### src/rtl/melody_pkg.sv
// rtl/melody_pkg.sv - note codes, frequency table and melody for melody_player
package melody_pkg;

  typedef enum logic {
    ST_IDLE = 1'b0,
    ST_PLAY = 1'b1
  } state_t;

  localparam logic [3:0] NOTE_REST = 4'd0;
  localparam logic [3:0] NOTE_C4   = 4'd1;
  localparam logic [3:0] NOTE_CS4  = 4'd2;
  localparam logic [3:0] NOTE_D4   = 4'd3;
  localparam logic [3:0] NOTE_DS4  = 4'd4;
  localparam logic [3:0] NOTE_E4   = 4'd5;
  localparam logic [3:0] NOTE_FS4  = 4'd6;
  localparam logic [3:0] NOTE_G4   = 4'd7;
  localparam logic [3:0] NOTE_A4   = 4'd8;
  localparam logic [3:0] NOTE_AS4  = 4'd9;
  localparam logic [3:0] NOTE_B4   = 4'd10;
  localparam logic [3:0] NOTE_C5   = 4'd11;
  localparam logic [3:0] NOTE_DS5  = 4'd12;
  localparam logic [3:0] NOTE_E5   = 4'd13;

  localparam int unsigned MAX_CODE   = 13;
  localparam int unsigned MELODY_LEN = 32;

  // Song table; steps past the end of the tune are rests.
  localparam logic [3:0] MELODY [MELODY_LEN] = '{
    NOTE_A4,  NOTE_REST, NOTE_E4,  NOTE_C5,
    NOTE_B4,  NOTE_A4,   NOTE_G4,  NOTE_FS4,
    NOTE_E4,  NOTE_D4,   NOTE_C4,  NOTE_REST,
    NOTE_E5,  NOTE_DS5,  NOTE_C5,  NOTE_B4,
    NOTE_A4,  NOTE_A4,   NOTE_AS4, NOTE_B4,
    NOTE_C5,  NOTE_REST, NOTE_E5,  NOTE_REST,
    NOTE_G4,  NOTE_E4,   NOTE_D4,  NOTE_C4,
    NOTE_REST, NOTE_REST, NOTE_REST, NOTE_REST
  };

  // Tone frequency in Hz for a note code; 0 means no tone.
  function automatic int unsigned note_freq(input int unsigned code);
    case (code)
      1:       return 262;
      2:       return 277;
      3:       return 294;
      4:       return 311;
      5:       return 330;
      6:       return 370;
      7:       return 392;
      8:       return 440;
      9:       return 466;
      10:      return 494;
      11:      return 523;
      12:      return 622;
      13:      return 659;
      default: return 0;
    endcase
  endfunction

  // Clocks per half period of the square wave; 0 means silence.
  function automatic int unsigned half_period(input int unsigned clk_hz, input int unsigned code);
    int unsigned f;
    f = note_freq(code);
    if (f == 0) return 0;
    return clk_hz / (2 * f);
  endfunction

  // Melody lookup that tolerates step indices beyond the stored song.
  function automatic logic [3:0] melody_at(input int unsigned idx);
    if (idx >= MELODY_LEN) return NOTE_REST;
    return MELODY[idx[4:0]];
  endfunction

endpackage

### src/rtl/melody_player_tone_gen.sv
// rtl/melody_player_tone_gen.sv - square-wave divider driven by a note code
module tone_gen
  import melody_pkg::*;
#(
  parameter int unsigned CLK_HZ = 50000000,
  parameter int unsigned NOTE_W = 4,
  parameter int unsigned DIV_W  = 17
) (
  input  logic              clk,
  input  logic              rst_n,
  input  logic              en,
  input  logic [NOTE_W-1:0] note_code,
  output logic              tone
);

  logic [DIV_W-1:0]  r_cnt;
  logic [NOTE_W-1:0] r_code;
  logic              r_tone;
  logic [DIV_W-1:0]  w_half;

  // Half-period lookup; each loop iteration folds to a constant.
  always_comb begin
    w_half = '0;
    for (int unsigned c = 1; c <= MAX_CODE; c++) begin
      if (32'(note_code) == c) w_half = DIV_W'(half_period(CLK_HZ, c));
    end
  end

  // Divider: disable, silence or a code change restart the wave low.
  always_ff @(posedge clk or negedge rst_n) begin
    if (!rst_n) begin
      r_cnt  <= '0;
      r_code <= '0;
      r_tone <= 1'b0;
    end else begin
      r_code <= note_code;
      if (!en || (note_code != r_code) || (w_half == '0)) begin
        r_cnt  <= '0;
        r_tone <= 1'b0;
      end else if (r_cnt == w_half - DIV_W'(1)) begin
        r_cnt  <= '0;
        r_tone <= ~r_tone;
      end else begin
        r_cnt <= r_cnt + DIV_W'(1);
      end
    end
  end

  assign tone = r_tone;

endmodule

### src/rtl/melody_player.sv
// rtl/melody_player.sv - tempo-stepped melody sequencer with tone output
module melody_player
  import melody_pkg::*;
#(
  parameter int unsigned CLK_HZ     = 50000000,
  parameter int unsigned N_STEPS    = 32,
  parameter int unsigned STEP_TICKS = 12500000,
  parameter int unsigned NOTE_W     = 4,
  parameter int unsigned DIV_W      = 17
) (
  input  logic                       clk,
  input  logic                       rst_n,
  input  logic                       start,
  input  logic                       stop,
  input  logic                       updown,
  input  logic                       loop_en,
  output logic [$clog2(N_STEPS)-1:0] step_addr,
  output logic [NOTE_W-1:0]          note_code,
  output logic                       tone,
  output logic                       playing,
  output logic                       done
);

  localparam int unsigned SW = $clog2(N_STEPS);
  localparam int unsigned TW = (STEP_TICKS > 1) ? $clog2(STEP_TICKS) : 1;
  localparam logic [SW-1:0] LAST_IDX  = SW'(N_STEPS - 1);
  localparam logic [TW-1:0] TICK_LAST = TW'(STEP_TICKS - 1);

  state_t            r_state, w_state_nxt;
  logic [SW-1:0]     r_step, w_step_nxt;
  logic [TW-1:0]     r_tick, w_tick_nxt;
  logic              r_dir, w_dir_nxt;
  logic              r_done, w_done_nxt;
  logic [NOTE_W-1:0] r_note;
  logic              w_tone_en;
  logic [SW-1:0]     w_first_start, w_final, w_wrap;

  assign w_first_start = updown ? '0 : LAST_IDX;
  assign w_final       = r_dir ? LAST_IDX : '0;
  assign w_wrap        = r_dir ? '0 : LAST_IDX;

  // FSM state register.
  always_ff @(posedge clk or negedge rst_n) begin
    if (!rst_n) r_state <= ST_IDLE;
    else        r_state <= w_state_nxt;
  end

  // Next state: stop beats start, start beats the tempo tick; the divider
  // only runs on plain counting cycles so every step/state change restarts it.
  always_comb begin
    w_state_nxt = r_state;
    w_step_nxt  = r_step;
    w_tick_nxt  = r_tick;
    w_dir_nxt   = r_dir;
    w_done_nxt  = 1'b0;
    w_tone_en   = 1'b0;
    case (r_state)
      ST_IDLE: begin
        if (start && !stop) begin
          w_state_nxt = ST_PLAY;
          w_step_nxt  = w_first_start;
          w_tick_nxt  = '0;
          w_dir_nxt   = updown;
        end
      end
      ST_PLAY: begin
        if (stop) begin
          w_state_nxt = ST_IDLE;
        end else if (start) begin
          w_step_nxt = w_first_start;
          w_tick_nxt = '0;
          w_dir_nxt  = updown;
        end else if (r_tick == TICK_LAST) begin
          w_tick_nxt = '0;
          if (r_step == w_final) begin
            if (loop_en) begin
              w_step_nxt = w_wrap;
            end else begin
              w_state_nxt = ST_IDLE;
              w_done_nxt  = 1'b1;
            end
          end else begin
            w_step_nxt = r_dir ? r_step + SW'(1) : r_step - SW'(1);
          end
        end else begin
          w_tick_nxt = r_tick + TW'(1);
          w_tone_en  = 1'b1;
        end
      end
      default: w_state_nxt = ST_IDLE;
    endcase
  end

  // Step, tempo, direction, done pulse and registered note lookup.
  always_ff @(posedge clk or negedge rst_n) begin
    if (!rst_n) begin
      r_step <= '0;
      r_tick <= '0;
      r_dir  <= 1'b1;
      r_done <= 1'b0;
      r_note <= '0;
    end else begin
      r_step <= w_step_nxt;
      r_tick <= w_tick_nxt;
      r_dir  <= w_dir_nxt;
      r_done <= w_done_nxt;
      r_note <= NOTE_W'(melody_at(32'(r_step)));
    end
  end

  tone_gen #(
    .CLK_HZ (CLK_HZ),
    .NOTE_W (NOTE_W),
    .DIV_W  (DIV_W)
  ) u_tone_gen (
    .clk       (clk),
    .rst_n     (rst_n),
    .en        (w_tone_en),
    .note_code (r_note),
    .tone      (tone)
  );

  assign step_addr = r_step;
  assign note_code = r_note;
  assign playing   = (r_state == ST_PLAY);
  assign done      = r_done;

endmodule

### config.mk
export PLATFORM = sky130hd
export DESIGN_NAME = melody_player
export DESIGN_NICKNAME = d
export VERILOG_FILES = /design/src/rtl/melody_pkg.sv /design/src/rtl/melody_player_tone_gen.sv /design/src/rtl/melody_player.sv
export SDC_FILE = /design/constraint.sdc
export NUM_CORES = 1
export LEC_CHECK = 0
export CORE_MARGIN = 2
export CORE_UTILIZATION = 50
export DETAILED_ROUTE_END_ITERATION = 12
export GPL_ROUTABILITY_DRIVEN = 0
export PLACE_DENSITY = 0.69
export SKIP_LAST_GASP = 1
export SYNTH_ARGS = -nofsm -noshare
export SYNTH_HDL_FRONTEND = slang
export SYNTH_SLANG_ARGS = --single-unit
### constraint.sdc
create_clock -name clk -period 4.25 [get_ports clk]
set_clock_uncertainty 0.15 [all_clocks]
set_input_delay 0.85 -clock clk [delete_from_list [all_inputs] [get_ports clk]]
set_output_delay 0.85 -clock clk [all_outputs]
set_load 0.05 [all_outputs]
; Yosys cells after proc, flatten, opt, wreduce, memory -nomap -nowiden
; Memory sizes are Yosys's and may differ from the RTL's. A register that Yosys moved wholly into a read port is not among the register bits.
; Cells that the tools add are included.
[op_classes]
n_addsub = 5
n_div = 13
eq_ne = 22
n_mux = 106
bitwise_logic = 3
n_reduce_logical = 24
[ops]
columns = cell, count
row1 = 17-bit 2-to-1 mux, 28
row2 = "26-bit by 32-bit divider with 32-bit output, first input constant", 13
row3 = 32-bit logical NOT, 13
row4 = 32-bit 2-to-1 mux, 13
row5 = 24-bit 2-to-1 mux, 4
row6 = 5-bit 2-to-1 mux, 10
row7 = 24-bit one-hot mux with 2 select lines, 1
row8 = 1-bit 2-to-1 mux, 47
row9 = "24-bit by 1-bit adder with 24-bit output, second input constant", 1
row10 = "24-bit == test, second input constant", 1
row11 = "4-bit == test, second input constant", 6
row12 = "17-bit by 1-bit adder with 17-bit output, second input constant", 1
row13 = 17-bit == test, 1
row14 = 17-bit logical NOT, 1
row15 = "17-bit by 1-bit subtractor with 17-bit output, second input constant", 1
row16 = "4-bit by 3-bit == test with 1-bit output, second input constant", 4
row17 = 5-bit one-hot mux with 2 select lines, 1
row18 = "4-bit by 2-bit == test with 1-bit output, second input constant", 2
row19 = "2-bit inequality test, second input constant", 3
row20 = 5-bit NOT with 6-bit output, 1
row21 = "5-bit by 1-bit adder with 5-bit output, second input constant", 1
row22 = 5-bit == test, 1
row23 = "5-bit by 1-bit subtractor with 5-bit output, second input constant", 1
row24 = "4-bit by 1-bit == test with 1-bit output, second input constant", 1
row25 = other kinds (12), 17
[word_totals]
ff_bits = 54
romBits = 128
input_bits = 6
n_memories = 1
[mem_list]
columns = name, words, word_bits, rd, rd_ports_with_merged_regs, wr, line
row1 = (no name shown), 32, 4, 1, 1, 0, melody_pkg.sv:70  ; return MELODY[idx[4:0]];

; Logic depth before layout (Yosys ltp)
; Gate-level depths: netlist of the first run.
[logic_depth]
ltp_word = 23
mapped_depth = 17
depth_no_buf = 12

; Modules after synthesis
; A second synthesis of the first run with hierarchy kept.
[unflattened]
hier_cells = 485
area_unflattened_um2 = 4231.6
[by_module_without_submodules]
columns = module, instances, cells_per_inst, area_each_um2, seq_area_each_um2
row1 = melody_player, 1, 248, 2237.1, 902.1
row2 = tone_gen, 1, 237, 1994.4, 550.5

; Worst setup path after synthesis of the first run
; Ideal clock, no wire load.
[synth_timing]
path_type = register to register
start = reg r_note[3], in the netlist note_code[3]
end = reg u_tone_gen.r_cnt[11]
setup_ps = 119
arrival_time_ps = 3265
required_ps = 3981
setup_slack_ps = 716
path_stages_with_launch = 17
synth_period_minus_slack_ps = 3534
cell_sequence = dfrtp_1 -> buf_2 -> buf_2 -> buf_2 -> xnor2_1 -> nor2_1 -> nor2_1 -> ha_1 -> buf_2 -> clkbuf_1 -> mux2i_1 -> o31ai_1 -> nor4b_1 -> nand4_1 -> o21ai_2 -> buf_6 -> nor2_1
[synth_via]
elab_chain_cells = 18
[synth_rtl]
columns = item, line
row1 = start: declaration, melody_player.sv:34  ; logic [NOTE_W-1:0] r_note;
row2 = 4-bit by 1-bit == test with 1-bit output, melody_player_tone_gen.sv:25  ; if (32'(note_code) == c) w_half = DIV_W'(half_period(CLK_HZ, c));
row3 = 17-bit 2-to-1 mux (13 in a row), melody_player_tone_gen.sv:25
row4 = 17-bit by 1-bit subtractor with 17-bit output, melody_player_tone_gen.sv:40  ; end else if (r_cnt == w_half - DIV_W'(1)) begin
row5 = 17-bit == test, melody_player_tone_gen.sv:40
row6 = 17-bit 2-to-1 mux, melody_player_tone_gen.sv:40
row7 = 17-bit 2-to-1 mux (*), melody_player_tone_gen.sv:37  ; if (!en || (note_code != r_code) || (w_half == '0)) begin
row8 = end signal: assignment, melody_player_tone_gen.sv:44  ; r_cnt <= r_cnt + DIV_W'(1);
row9 = end: declaration, melody_player_tone_gen.sv:16  ; logic [DIV_W-1:0] r_cnt;
; Every way passes the cells marked *; elsewhere a longest branch is shown, timed or not.
; A chain may end at the register's enable or synchronous reset.

; Final worst setup path of the first run
[layout_timing]
start = reg r_note[0], in the netlist note_code[0]
end = reg u_tone_gen.r_cnt[16]
; Same word-level chain as after synthesis.

==> results.txt, run 1 <==
----------------------------------------------------
[Drt]
  Number of vias per cell ... 5.84
  Vias after detailed routing ... 3435
  Final wirelength ... 9.20 mm
  Iteration-0 DRC Markers ... 162
  First-pass detailed-route iteration total ... 5
  Average wire per standard cell ... about 16 um
  Number of remaining DRC errors ... 0
  Remaining number of nets flagged by the antenna check after routing ... 0

[CTS]
  Quantity of hold-fixing buffers added after cts ... 0
  Buffer type at the clock tree root ... sky130_fd_sc_hd__clkbuf_8
  Number of buffers on the longest clock path ... 2
  Number of H-tree levels ... 3
  Resized Gates After CTS ... 0
  CTS clock-pin slew for the worst setup and hold paths ... 60 ps
  CTS Sinks ... 58
  Clock tree from TritonCTS ... yes
  Post-CTS setup buffer count ... 0
  Number of buffers created by CTS ... 9
  Clock latency of the later-clocked register in the worst-skew pair ... between 300 and 400 ps

[Power]
  Part of the power in combinational logic ... 0.538
  Part of the total power dissipated in the clock network ... 0.179
  Net switching component of the power ... between 1 and 1.5 mW
  Standby leakage power ... about 1.8 nW
  Relative contribution of sequential cells to total power ... 0.283
  Total Power ... roughly 2.6 mW
  Cell-internal power ... between 1 and 1.5 mW
  Switching part of the total power ... 0.451
  Cell area power density ... 595 nW/um^2
  Worst VDD drop ... 0.000274 V

[GRT]
  Met1 Resource Use GR ... 0.298
  Remaining global-route overflow ... 0
  Combined global-route utilization of all metal layers ... 0.226
  First-pass GRT wire length ... 15.8 mm
  GRT met3 Usage ... 0.0575
  Antenna violations before repair ... 0
  Maximum number of pins on one net before global-route repair ... between 40 and 50
  GR Layer Usage met2 ... 0.367
  Via count of the first global-routing pass ... 3215
  Top Usage Layer GRT ... met2

[Setup path]
  Critical Path Source Type ... flip-flop
  Worst R2R Start ... note_code[0]
  Critical Path Max Stage Delay ... 570 ps
  Worst Setup SP ... note_code[0]
  Slowest cell on the critical path ... sky130_fd_sc_hd__o21ai_2
  Most prevalent standard cell on the critical path ... sky130_fd_sc_hd__nor2_1
  Max Fanout on Critical Path ... 17
  Internal reg-to-reg setup slack ... 540 ps
  Cells along the critical path ... nor2b_1 > nor2_1 > nor2_1 > a21oi_1 > ha_1 > xor2_1 > mux2i_1 > a2111o_1 > o2111a_1 > nand4_1 > o21ai_2 > nor2_1
  Number of cells on the critical path ... 12
  CP top delay family ... compound AO/OA/AOI/OAI gates
  CP Buf/Inv Count ... 0
  Crit Path Category ... flip-flop to flip-flop
  R2R cell count ... 12
  CP Capture Type ... flip-flop
  Capturing point of the worst reg2reg path ... u_tone_gen.r_cnt[16]
  Critical Path RT ... 4290 ps
  Critical Path Sink ... u_tone_gen.r_cnt[16]
  Worst Path Arrival ... 3750 ps

[STA]
  Final critical path time including I/O delays and setup ... around 3700 ps
  Relative slew slack ... 0.395
  Hold violation count in the final report ... 0
  RSZ-0062 raised after global routing ... no
  Transition time at the pin with the least slew margin ... 907 ps
  Setup Viol. Count Final ... 0
  Maximum frequency from static timing analysis ... ~270 MHz
  Slew Limit Fails ... 0
  Final Cycle Share ... 0.872
  Post-Route Setup TNS ... 0 ps

[Final layout]
  Area of the multi-input gates ... around 2400 um^2
  Area growth, synth to finish ... 8.67%
  Fillers ... 774
  Layout Cell Area excl Fill ... 4450 um^2
  Net count of the finished layout ... 496
  Share of post-route cells with drive strength above 1 ... 0.0663
  Number of non-filler instances in the completed layout ... 588
  Area occupied by registers ... 1450 um^2
  Antenna fix cells ... 0
  Post-layout util ... 0.550

[Yosys]
  Flops & latches, synth ... 58
  Share of async-settable or async-resettable flops after synthesis ... 1.00
  Netlist cell types ... 71
  Syn Nets ... 490
  Yosys top cell by area ... sky130_fd_sc_hd__dfrtp_1
  Number of synthesis warnings ... 0
  Dominant cells by area after synthesis ... sky130_fd_sc_hd__dfrtp_1 35%, sky130_fd_sc_hd__nor2_1 6.1%, sky130_fd_sc_hd__xor2_1 5.8%
  Number of flops mapped to enable cells by yosys ... 0
  Synth Instances ... 472
  Mapped Area ... 4100 um^2
  Post-Synthesis Mean Instance Area ... 8.68 um^2
  Portion of synthesized cell area occupied by the leading cell type ... 0.348
  Fraction of the yosys area taken by sequential cells ... 0.355
  Leading register cell type out of synthesis ... sky130_fd_sc_hd__dfrtp_1

[Place]
  Cell count after placement ... 572
  DPL Wire Length ... 6.42 mm
  Area after DPL ... 4270 um^2
  Count of buffers from port buffering ... 17

[Die]
  Die extent in y ... 94.5 um
  Area of the core region ... 8090 um^2
  Total die area ... 8930 um^2
  I/O pin total ... 18
  Number of core rows ... 33
  Initial core utilization ... 0.506
  Die width ... 94.5 um

[Run]
  Max-cap violations ... 0

[Hold path]
  Hold Path Class ... flip-flop to flip-flop

[Status]
  Result of the run ... finished clean

----------------------------------------------------
[logic make-up after synthesis]
| kind of cell | Yosys count | synth area share |
|---|---|---|
| buf+inv | 45 | 0.0580 |
| fa+ha+maj | 12 | 0.0385 |
| flops | 58 | 0.355 |
| mux | 11 | 0.0284 |
| xor+xnor | 53 | 0.113 |
| compound gates | 112 | 0.187 |
| simple gates | 181 | 0.221 |
[cells in the final DEF, fill, tap and decap left out, types with 11 or more instances in the layout]
cell type / netlist / routed
sky130_fd_sc_hd__a21oi_1: 29 / 29
sky130_fd_sc_hd__nor2_1: 67 / 67
sky130_fd_sc_hd__nand3_1: 21 / 21
sky130_fd_sc_hd__clkdlybuf4s50_1: 0 / 16
sky130_fd_sc_hd__dfrtp_1: 57 / 57
sky130_fd_sc_hd__o21ai_0: 19 / 19
sky130_fd_sc_hd__xnor2_1: 26 / 26
sky130_fd_sc_hd__xor2_1: 27 / 27
sky130_fd_sc_hd__ha_1: 11 / 11
sky130_fd_sc_hd__clkbuf_8: 0 / 12
sky130_fd_sc_hd__nand2_1: 24 / 24
sky130_fd_sc_hd__inv_1: 16 / 16
[final cells by class]
type | count | share of cell area
inverter | 16 | 0.0135
clock buffer | 15 | 0.0396
tap | 105 | 0.0295
timing repair buffer | 24 | 0.0489
sequential | 58 | 0.326
multi-input combinational | 369 | 0.540
clock inverter | 1 | 0.00169
[state kept, by name, summed over array words and instances (netlist names), 4 cells and up]
signal and count:
u_tone_gen.r_code 4, note_code 4, step_addr 5, u_tone_gen.r_cnt 17, r_tick 24
[cells in the mapped netlist (all sizes together), types with 11 or more instances]
library cell,count
a21oi,29
buf,22
dfrtp,57
ha,11
inv,16
nand2,24
nand3,21
nor2,68
o21ai,23
xnor2,26
xor2,27
[power by group through the flow]
stage / clock network (mW) / registers [mW] / logic [mW]
after floorplan: 0 / 0.787 / 1.13
after global placement: 0 / 0.753 / 1.38
after detailed placement: 0 / 0.759 / 1.40
after CTS: 0.489 / 0.748 / 1.41
after global routing: 0.514 / 0.768 / 1.56
final: 0.475 / 0.749 / 1.42
[metal layers]
layer	share of wire	vias up
li1	-	1691
met1	0.46	1646
met2	0.47	75
met3	0.036	23
met4	0.026	0
met5	0	-
[how the worst min path moves through the flow]
stage | slack (ps) | start | endpoint | cells past startpoint
after global placement | 310 | r_tick[13] | r_tick[13] | 1
after floorplan | 290 | r_tick[13] | r_tick[13] | 1
final | 340 | r_tick[13] | r_tick[13] | 1
after detailed placement | 320 | r_tick[13] | r_tick[13] | 1
after CTS | 340 | r_tick[13] | r_tick[13] | 1
after global routing | 360 | r_tick[13] | r_tick[13] | 1
[metrics by stage]
stage | setup WS (ps) | hold slack [ps]
floorplan | 716 | 290
global placement | 808 | 306
detailed placement | 614 | 323
CTS | 583 | 342
global route | 113 | 359
finish | 543 | 338
Power figures use the tool's default switching activity.
==> run 2, diff against run 1 <==
--- a/config.mk
+++ b/config.mk
@@ -10,6 +10,7 @@
 export DETAILED_ROUTE_END_ITERATION = 12
 export GPL_ROUTABILITY_DRIVEN = 0
 export PLACE_DENSITY = 0.69
+export SKIP_CTS_REPAIR_TIMING = 1
 export SKIP_LAST_GASP = 1
 export SYNTH_ARGS = -nofsm -noshare
 export SYNTH_HDL_FRONTEND = slang
==> results of run 2 <==
Same layout as run 1: the final DEF is identical, and so are final timing and power.
